[config.mk]
export PLATFORM = sky130hd
export DESIGN_NAME = sum_of_squares
export DESIGN_NICKNAME = d
export VERILOG_FILES = /design/src/rtl/sum_of_squares_pkg.sv /design/src/rtl/sum_of_squares_fx_square.sv /design/src/rtl/sum_of_squares.sv
export SDC_FILE = /design/constraint.sdc
export NUM_CORES = 1
export LEC_CHECK = 0
export ABC_CLOCK_PERIOD_IN_PS = 23900
export BUFFER_PORTS_ARGS = -buffer_cell sky130_fd_sc_hd__buf_2
export CAP_MARGIN = 40
export CORE_MARGIN = 2
export CORE_UTILIZATION = 40
export CTS_BUF_LIST = sky130_fd_sc_hd__clkbuf_8
export CTS_CLUSTER_SIZE = 10
export DETAILED_ROUTE_END_ITERATION = 16
export SETUP_SLACK_MARGIN = 0.3
export SYNTH_ARGS = -nofsm -noshare
export SYNTH_HDL_FRONTEND = slang
export SYNTH_SLANG_ARGS = --single-unit
[constraint.sdc]
create_clock -name clk -period 23.9 [get_ports clk]
set_input_delay 4.78 -clock clk [delete_from_list [all_inputs] [get_ports clk]]
set_output_delay 4.78 -clock clk [all_outputs]
set_load 0.01 [all_outputs]
[src/rtl/sum_of_squares_pkg.sv]
// sum_of_squares_pkg: shared widths and FSM state encoding for the sum-of-squares block.
// Rev 1.0
`timescale 1ns/1ps
`default_nettype none

package sum_of_squares_pkg;

  localparam int SOS_IN_W  = 12;
  localparam int SOS_FRAC  = 4;
  localparam int SOS_OUT_W = 12;
  localparam int SOS_ACC_W = 2*SOS_IN_W - SOS_FRAC + 2;

  typedef enum logic [2:0] {
    IDLE = 3'd0,
    SQ_X = 3'd1,
    SQ_Y = 3'd2,
    SQ_Z = 3'd3,
    SAT  = 3'd4,
    OUT  = 3'd5
  } sos_state_t;

endpackage

`default_nettype wire

[src/rtl/sum_of_squares_fx_square.sv]
// fx_square: combinational |v|^2 >> FRAC; rounds half-up when SUM_OF_SQUARES_ROUND_EN is defined.
// Rev 1.0
`timescale 1ns/1ps
`default_nettype none

module fx_square
  import sum_of_squares_pkg::*;
#(
  parameter int IN_W = SOS_IN_W,
  parameter int FRAC = SOS_FRAC
) (
  input  logic [IN_W-1:0]        i_v,
  output logic [2*IN_W-FRAC-1:0] o_sq
);

  localparam int PROD_W = 2*IN_W;

  logic [IN_W-1:0]   w_mag;
  logic [PROD_W-1:0] w_prod;
  logic [PROD_W-1:0] w_prod_adj;

  // The most negative input negates to itself, which read unsigned is exactly 2^(IN_W-1).
  assign w_mag  = i_v[IN_W-1] ? (~i_v + IN_W'(1)) : i_v;
  assign w_prod = PROD_W'(w_mag) * PROD_W'(w_mag);

`ifdef SUM_OF_SQUARES_ROUND_EN
  localparam logic [PROD_W-1:0] c_half = PROD_W'(1) << (FRAC-1);
  assign w_prod_adj = w_prod + c_half;
`else
  assign w_prod_adj = w_prod;
`endif

  assign o_sq = w_prod_adj[PROD_W-1:FRAC];

endmodule

`default_nettype wire

[src/rtl/sum_of_squares.sv]
// sum_of_squares: x^2+y^2+z^2 over one shared squarer in three cycles, saturated to OUT_W bits.
// Optional macro SUM_OF_SQUARES_ROUND_EN selects round-half-up per term. Rev 1.0
`timescale 1ns/1ps
`default_nettype none

module sum_of_squares
  import sum_of_squares_pkg::*;
#(
  parameter int IN_W  = SOS_IN_W,
  parameter int FRAC  = SOS_FRAC,
  parameter int OUT_W = SOS_OUT_W
) (
  input  logic             clk,
  input  logic             rst_,
  input  logic             in_valid,
  output logic             in_ready,
  input  logic [IN_W-1:0]  x,
  input  logic [IN_W-1:0]  y,
  input  logic [IN_W-1:0]  z,
  output logic             out_valid,
  input  logic             out_ready,
  output logic [OUT_W-1:0] out_sq,
  output logic             out_sat
);

  localparam int ACC_W = 2*IN_W - FRAC + 2;
  localparam int SQ_W  = 2*IN_W - FRAC;
  localparam logic [ACC_W-1:0] c_out_max = ACC_W'((64'd1 << OUT_W) - 64'd1);

  sos_state_t       r_state;
  sos_state_t       w_next;
  logic [IN_W-1:0]  r_x, r_y, r_z;
  logic [ACC_W-1:0] r_acc;
  logic [OUT_W-1:0] r_sq;
  logic             r_sat;
  logic             r_valid;
  logic [IN_W-1:0]  w_op;
  logic [SQ_W-1:0]  w_sq;
  logic             w_accept;
  logic             w_over;

  always_ff @(posedge clk or negedge rst_) begin
    if (!rst_) r_state <= IDLE;
    else       r_state <= w_next;
  end

  always_comb begin
    w_next = r_state;
    case (r_state)
      IDLE:    if (in_valid) w_next = SQ_X;
      SQ_X:    w_next = SQ_Y;
      SQ_Y:    w_next = SQ_Z;
      SQ_Z:    w_next = SAT;
      SAT:     w_next = OUT;
      OUT:     if (out_ready) w_next = IDLE;
      default: w_next = IDLE;
    endcase
  end

  always_comb begin
    in_ready = (r_state == IDLE);
  end

  assign w_accept = in_valid && in_ready;
  assign w_over   = (r_acc > c_out_max);

  always_comb begin
    w_op = r_z;
    case (r_state)
      SQ_X:    w_op = r_x;
      SQ_Y:    w_op = r_y;
      default: w_op = r_z;
    endcase
  end

  fx_square #(.IN_W(IN_W), .FRAC(FRAC)) u_fx_square (
    .i_v  (w_op),
    .o_sq (w_sq)
  );

  always_ff @(posedge clk or negedge rst_) begin
    if (!rst_) begin
      r_x     <= '0;
      r_y     <= '0;
      r_z     <= '0;
      r_acc   <= '0;
      r_sq    <= '0;
      r_sat   <= 1'b0;
      r_valid <= 1'b0;
    end else begin
      if (w_accept) begin
        r_x   <= x;
        r_y   <= y;
        r_z   <= z;
        r_acc <= '0;
      end
      if (r_state == SQ_X || r_state == SQ_Y || r_state == SQ_Z)
        r_acc <= r_acc + ACC_W'(w_sq);
      if (r_state == SAT) begin
        r_sq    <= w_over ? c_out_max[OUT_W-1:0] : r_acc[OUT_W-1:0];
        r_sat   <= w_over;
        r_valid <= 1'b1;
      end
      if (r_state == OUT && out_ready)
        r_valid <= 1'b0;
    end
  end

  assign out_valid = r_valid;
  assign out_sq    = r_sq;
  assign out_sat   = r_sat;

endmodule

`default_nettype wire

==> results of run 1 <==
path summary, 6_finish.rpt:
kind / start / cells past startpoint / to
hold reg to reg: out_valid / 1 / out_valid
hold / removal: out_valid / 1 / out_valid
min in group asynchronous: rst_ / 1 / r_y[8]
setup / recovery: r_state[1] / 32 / r_acc[20]
max in group asynchronous: rst_ / 2 / out_sq[10]
setup reg to reg: r_state[1] / 32 / r_acc[20]
sequential cells by signal (all words and copies together), names as in the netlist:
| signal | cells |
|---|---|
| r_z | 12 |
| r_acc | 22 |
| r_state | 3 |
| out_sq | 12 |
| r_y | 12 |
| r_x | 12 |
| out_sat | 1 |
| out_valid | 1 |
cells by family (layout without fill, tap and decap cells):
kind of cell    after synthesis  after routing
fa+ha+maj                   156            156
buf+inv                     174            215
other cells                   2              9
mux                           9              9
simple gates                403            403
flops                        75             75
compound gates              197            197
xor+xnor                     40             40
per-layer routing:
layer	routed length, um	track usage [%]	up-vias
met5	0	0	-
met1	10330	27.98	3467
li1	-	-	3595
met2	9803	31.40	160
met3	888	1.564	13
met4	223	3.916	0
synth_stat cells (4+ instances only):
library cell,n,area [sq um]
a21oi_1,47,235.2
a21o_1,27,202.7
inv_1,125,469.2
o211ai_1,14,105.1
xnor2_1,25,219.0
and3_1,7,43.79
ha_1,74,925.9
a31oi_1,5,31.28
and4_1,6,52.55
fa_1,82,1642
nand2b_1,7,43.79
o221ai_1,4,35.03
clkbuf_1,24,90.09
nor4_1,4,25.02
and2_1,5,31.28
inv_2,5,18.77
buf_1,5,18.77
nand4_1,10,62.56
or3_1,5,31.28
o21a_1,12,90.09
o22a_1,12,105.1
xor2_1,13,113.9
mux2i_1,6,60.06
nor2b_1,5,31.28
nor3_1,14,70.07
o31ai_1,9,67.56
dfrtp_1,75,1877
nand3_1,29,145.1
buf_2,7,35.03
o21ai_0,29,145.1
nor2_1,104,390.4
buf_6,5,56.30
o21bai_1,8,60.06
nand2_1,187,701.9
cell type report:
cell class              count  share of cell area, %
clock buffers              10                  1.438
clock inverters             6                 0.5100
inverters                 132                  5.178
multi-input cells         814                  65.39
flip-flops and latches     75                  19.62
well taps                 280                  3.662
repair buffers             67                  4.211
critical path: cells and delay by family (launching register included):
| kind | cells | cell delay (ns) |
|---|---|---|
| mux | 1 | 0.16 |
| xor+xnor | 2 | 0.47 |
| buf+inv | 5 | 1.11 |
| compound gates | 13 | 3.19 |
| flops | 1 | 0.83 |
| fa+ha+maj | 7 | 3.32 |
| simple gates | 4 | 0.77 |
through the flow:
| step | hold WS [ns] | utilization [%] | cells | setup slack, ns |
|---|---|---|---|---|
| after floorplan | 0.4454 | - | 1063 | 15.75 |
| after global placement | 0.4608 | 43.00 | 1365 | 13.72 |
| after detailed placement | 0.4639 | 43.26 | 1368 | 13.98 |
| after CTS | 0.4891 | 44.12 | 1384 | 13.91 |
| after global routing | 0.5055 | 44.12 | 1384 | 13.18 |
| final | 0.4856 | 44.12 | 1384 | 13.90 |
==> metrics.md, run 1 <==
| Metric | Value |
|---|---|
| Clock Tree Root | clkbuf_8 |
| Die Area | 23,200 sq um |
| Commonest non-fill, non-tap cell in the layout | nand2_1 |
| Most frequent cells in the layout | nand2_1 (186), inv_1 (125), nor2_1 (104), fa_1 (82), dfrtp_1 (75) |
| H-tree depth | 3 |
| CTS tree | done |
| Hold_buf cts | 0 |
| Detailed-placement wirelength estimate | about 17,000 um |
| RSZ-0062 raised after global routing | false |
| Final instance area | 9568 sq um |
| I/O pin cnt | 55 |
| DR iter-0 viols | roughly 420 |
| Final nets | around 1,300 |
| Post-Synth Adder-Cell Area | between 20% and 30% |
| Maximum clock insertion buffer count | 2 |
| Critical path capture point type | flop |
| Rel. slew slack | between 30% and 40% |
| FF/Latch Area | roughly 1900 sq um |
| Max-Cap Viols | 0 |
| Tmin final | about 10 ns |
| Clk_lat worst skew | 0.37 ns |
| Number of global-route vias before repair | 7,247 |
| Largest net degree at the start of global routing | between 50 and 60 |
| Actual slew at the worst max-slew pin | 0.9301 ns |
| Synth Area in XOR/XNOR | ~4.2% |
| Synth Area per Inst | roughly 8.3 sq um |
| Placed cell areas | roughly 9400 sq um |
| Cell area after synthesis | a little under 9000 sq um |
| Kind of critical path | reg2reg |
| Width of the die | approximately 150 um |
| Ys async rst share | 100.0% |
| # diodes | 0 |
| Cts bufs inserted | 9 |
| Flop2flop setup slack | between 10 and 15 ns |
| First-pass GRT wire length | ~37,000 um |
| Multi-input logic area | about 6300 sq um |
| Top_reg_cell synth | dfrtp_1 |
| Count of different cell masters after synthesis | between 60 and 70 |
| Setup_tns | 0 ns |
| GRT Total Usage | a little under a fifth |
| Clk_skew | about 0.016 ns |
| Placer Congestion | about 0.86 |
| Layout cells sized above 1 | under 10% |
| Post-Syn Instances | 1,056 |
| Register area share after synthesis | around a fifth |
| Clock transition at path regs | 0.09 ns |
| Crit path launch type | flop |
| Placeable Area | ~22,000 sq um |
| Mux share of post-synthesis cell area | 1.109% |
| Wirelength per Cell | around 15 um |
| Post-CTS Setup Repair Bufs | 0 |
| Fillers | between 2,000 and 2,500 |
| Final setup viols | 0 |
| Vias per std cell | approximately 5.2 |
| Synth Area in Simple Gates | between 20% and 30% |
| Total number of vias | roughly 7,200 |
| CP max stage cell | dfrtp_1 |
| Max-slew violation count | 0 |
| Post-synth EDFFs | 0 |
| # rows | 54 |
| Layout area overhead | 8.746% |
| Final hold violation count | 0 |
| CP arrival | between 10 and 15 ns |
| YS warnings | 0 |
| Synth Area in Compound Gates | 15.66% |
| Worst-path fanout max | 29 |
| Crit path required time | between 20 and 25 ns |
| DR DRC count | 0 |
| Final worst-path cycle share | a little over two fifths |
| Die height | around 150 um |
| Min-Delay Path Class | reg2reg |
| Initial core utilization | about two fifths |
| Crit-path most repeated cell | fa_1 |
| Peak Freq | around 100 MHz |
| CTS sink count | 75 |
| Grt total ovfl | 0 |
| Post-route ant nets | 0 |
| PostCTS Resize Cnt | 0 |
| Drt pass-1 iters | 5 |
| Worst path max stage delay | between 0.8 and 0.9 ns |
| Port bufs | 54 |
| Main combinational cell family by area after synthesis | adder cells |
| Outcome | complete, no violations |
| Antenna violations before repair | 0 |
| Register bit total from synthesis | between 70 and 80 |
| Final wirelength | 21,250 um |
Power of run 1 is left out: the tool's default activity adds up to more than one toggle a clock period on the data nets, which glitch-free logic cannot reach.
==> inputs of run 2 (changes only) <==
- ABC_CLOCK_PERIOD_IN_PS: 23900 -> 9100
- clock period: 23.9 -> 9.1 ns (I/O delays scaled with it)
==> metrics.md, run 2 (synthesis gave the netlist of run 1 again) <==
| Metric | Value |
|---|---|
| First-pass GRT wire length | between 30,000 and 40,000 um |
| Cts bufs inserted | 9 |
| CP arrival | between 8 and 9 ns |
| Crit path launch type | flop |
| Worst path max stage delay | between 0.5 and 0.6 ns |
| Placer Congestion | between 0.9 and 1 |
| Min-Delay Path Class | reg2reg |
| Width of the die | ~150 um |
| Flop2flop setup slack | around 0.63 ns |
| Vias per std cell | roughly 5.3 |
| Initial core utilization | between 40% and 50% |
| Outcome | complete, no violations |
| Hold path cells | 1 |
| Fillers | approximately 2,200 |
| # rows | 54 |
| Max-slew violation count | 0 |
| Kind of critical path | reg2reg |
| Multi-input logic area | ~6600 sq um |
| CTS sink count | 75 |
| Clk_lat worst skew | 0.36 ns |
| CTS tree | done |
| Port bufs | between 50 and 60 |
| R2R depth | 33 |
| Clock Tree Root | clkbuf_8 |
| Critical path capture point type | flop |
| Wirelength per Cell | around 16 um |
| Die Area | 23,200 sq um |
| # diodes | 0 |
| GRT Max-Usage Layer | met2 |
| Peak Freq | around 120 MHz |
| Layout area overhead | 15.59% |
| RSZ-0062 raised after global routing | false |
| Maximum clock insertion buffer count | 2 |
| Critical hold path startpoint | out_valid |
| Final wirelength | approximately 22,000 um |
| Placeable Area | between 20,000 and 25,000 sq um |
| Final worst-path cycle share | roughly 93% |
| Met1 Usage GRT | roughly 28% |
| Global Route met2 Usage | roughly 31% |
| Met3 Track Usage GR | 1.536% |
| GRT Total Usage | around a fifth |
| Rel. slew slack | between 30% and 40% |
| Max-Cap Viols | 0 |
| Worst setup path startpoint | r_state[1] |
| Largest register FFs | 22 |
| Hold_buf cts | 0 |
| CP max stage cell | fa_1 |
| DR iter-0 viols | just under 300 |
| Number of global-route vias before repair | about 7,400 |
| Crit path required time | around 9.4 ns |
| Grt total ovfl | 0 |
| Top reg by flops | r_acc |
| I/O pin cnt | 55 |
| Clock transition at path regs | 0.09 ns |
| Largest net degree at the start of global routing | 49 |
| Detailed-placement wirelength estimate | 17,160 um |
| Worst R2R End | r_acc[20] |
| Tmin final | about 8.5 ns |
| Setup_tns | 0 ns |
| Final setup viols | 0 |
| H-tree depth | 3 |
| Die height | around 150 um |
| DR DRC count | 0 |
| Drt pass-1 iters | 5 |
| Reg2reg start | r_state[1] |
| Hold path endpoint | out_valid |
| Antenna violations before repair | 0 |
| Clk_skew | slightly below 0.008 ns |
| Actual slew at the worst max-slew pin | between 0.9 and 1 ns |
| FF/Latch Area | ~1900 sq um |
| Final hold violation count | 0 |
| Post-route ant nets | 0 |
| Most frequent cells in the layout | nand2_1 (186), inv_1 (124), nor2_1 (103), fa_1 (81), dfrtp_1 (72) |
| Worst-path fanout max | 29 |
| Layout cells sized above 1 | between 10% and 20% |
| Commonest non-fill, non-tap cell in the layout | nand2_1 |
| Total number of vias | between 7,000 and 8,000 |
| Final nets | approximately 1,300 |
## run 2: worst max path at each step
stage / to / slack [ns] / depth (start not counted)
2_1_floorplan: r_acc[20] / 0.95 / 35
6_report: r_acc[20] / 0.63 / 33
3_3_place_gp: r_acc[20] / 0.15 / 31
3_5_place_dp: r_acc[20] / 0.10 / 33
5_1_grt: r_acc[20] / 0.30 / 33
4_1_cts: r_acc[20] / 0.37 / 36
## run 2: through the flow
step	setup WS, ns	utilization (%)	hold WS [ns]	instances	cell area (sq um)
floorplan	0.9520	-	0.4454	1063	8825
global placement	0.1464	43.61	0.4647	1381	9459
detailed placement	0.1032	43.83	0.4646	1383	9507
CTS	0.3747	45.19	0.4939	1400	9801
global route	0.3018	46.89	0.5171	1414	10170
finish	0.6343	46.89	0.4872	1414	10170
## run 2: worst max-delay path, delay by kind of cell, from the launching register on
kind                     cells  cell delay [ns]
AO/OA/AOI/OAI               12             2.94
XOR/XNOR                     2             0.26
flip-flops                   1             0.44
buffers and inverters        8             0.79
multiplexers                 1             0.21
adder cells (fa/ha/maj)      7             3.31
AND/OR/NAND/NOR              3             0.44
## run 2: final cells by class
cell class	count	area share [%]
Clock buffer	9	1.218
Clock inverter	7	0.7628
Inverter	132	4.995
Multi-Input combinational cell	814	64.63
Sequential cell	75	18.49
Tap cell	280	3.445
Timing Repair Buffer	97	6.459
## run 2: per-layer routing
| metal | part of all wire (%) | vias up | wire (um) |
|---|---|---|---|
| met5 | 0 | - | 0 |
| met4 | 2.0 | 0 | 448 |
| met3 | 3.6 | 29 | 796 |
| met2 | 46 | 162 | 10400 |
| met1 | 48 | 3630 | 10780 |
| li1 | - | 3662 | - |
## run 2: repair_timing
action,in CTS,in global routing
pin swaps,2,13
resized for setup,14,50
setup endpoints to repair,5,10
buffers inserted,1,14
Power of run 2 is left out for the same reason.
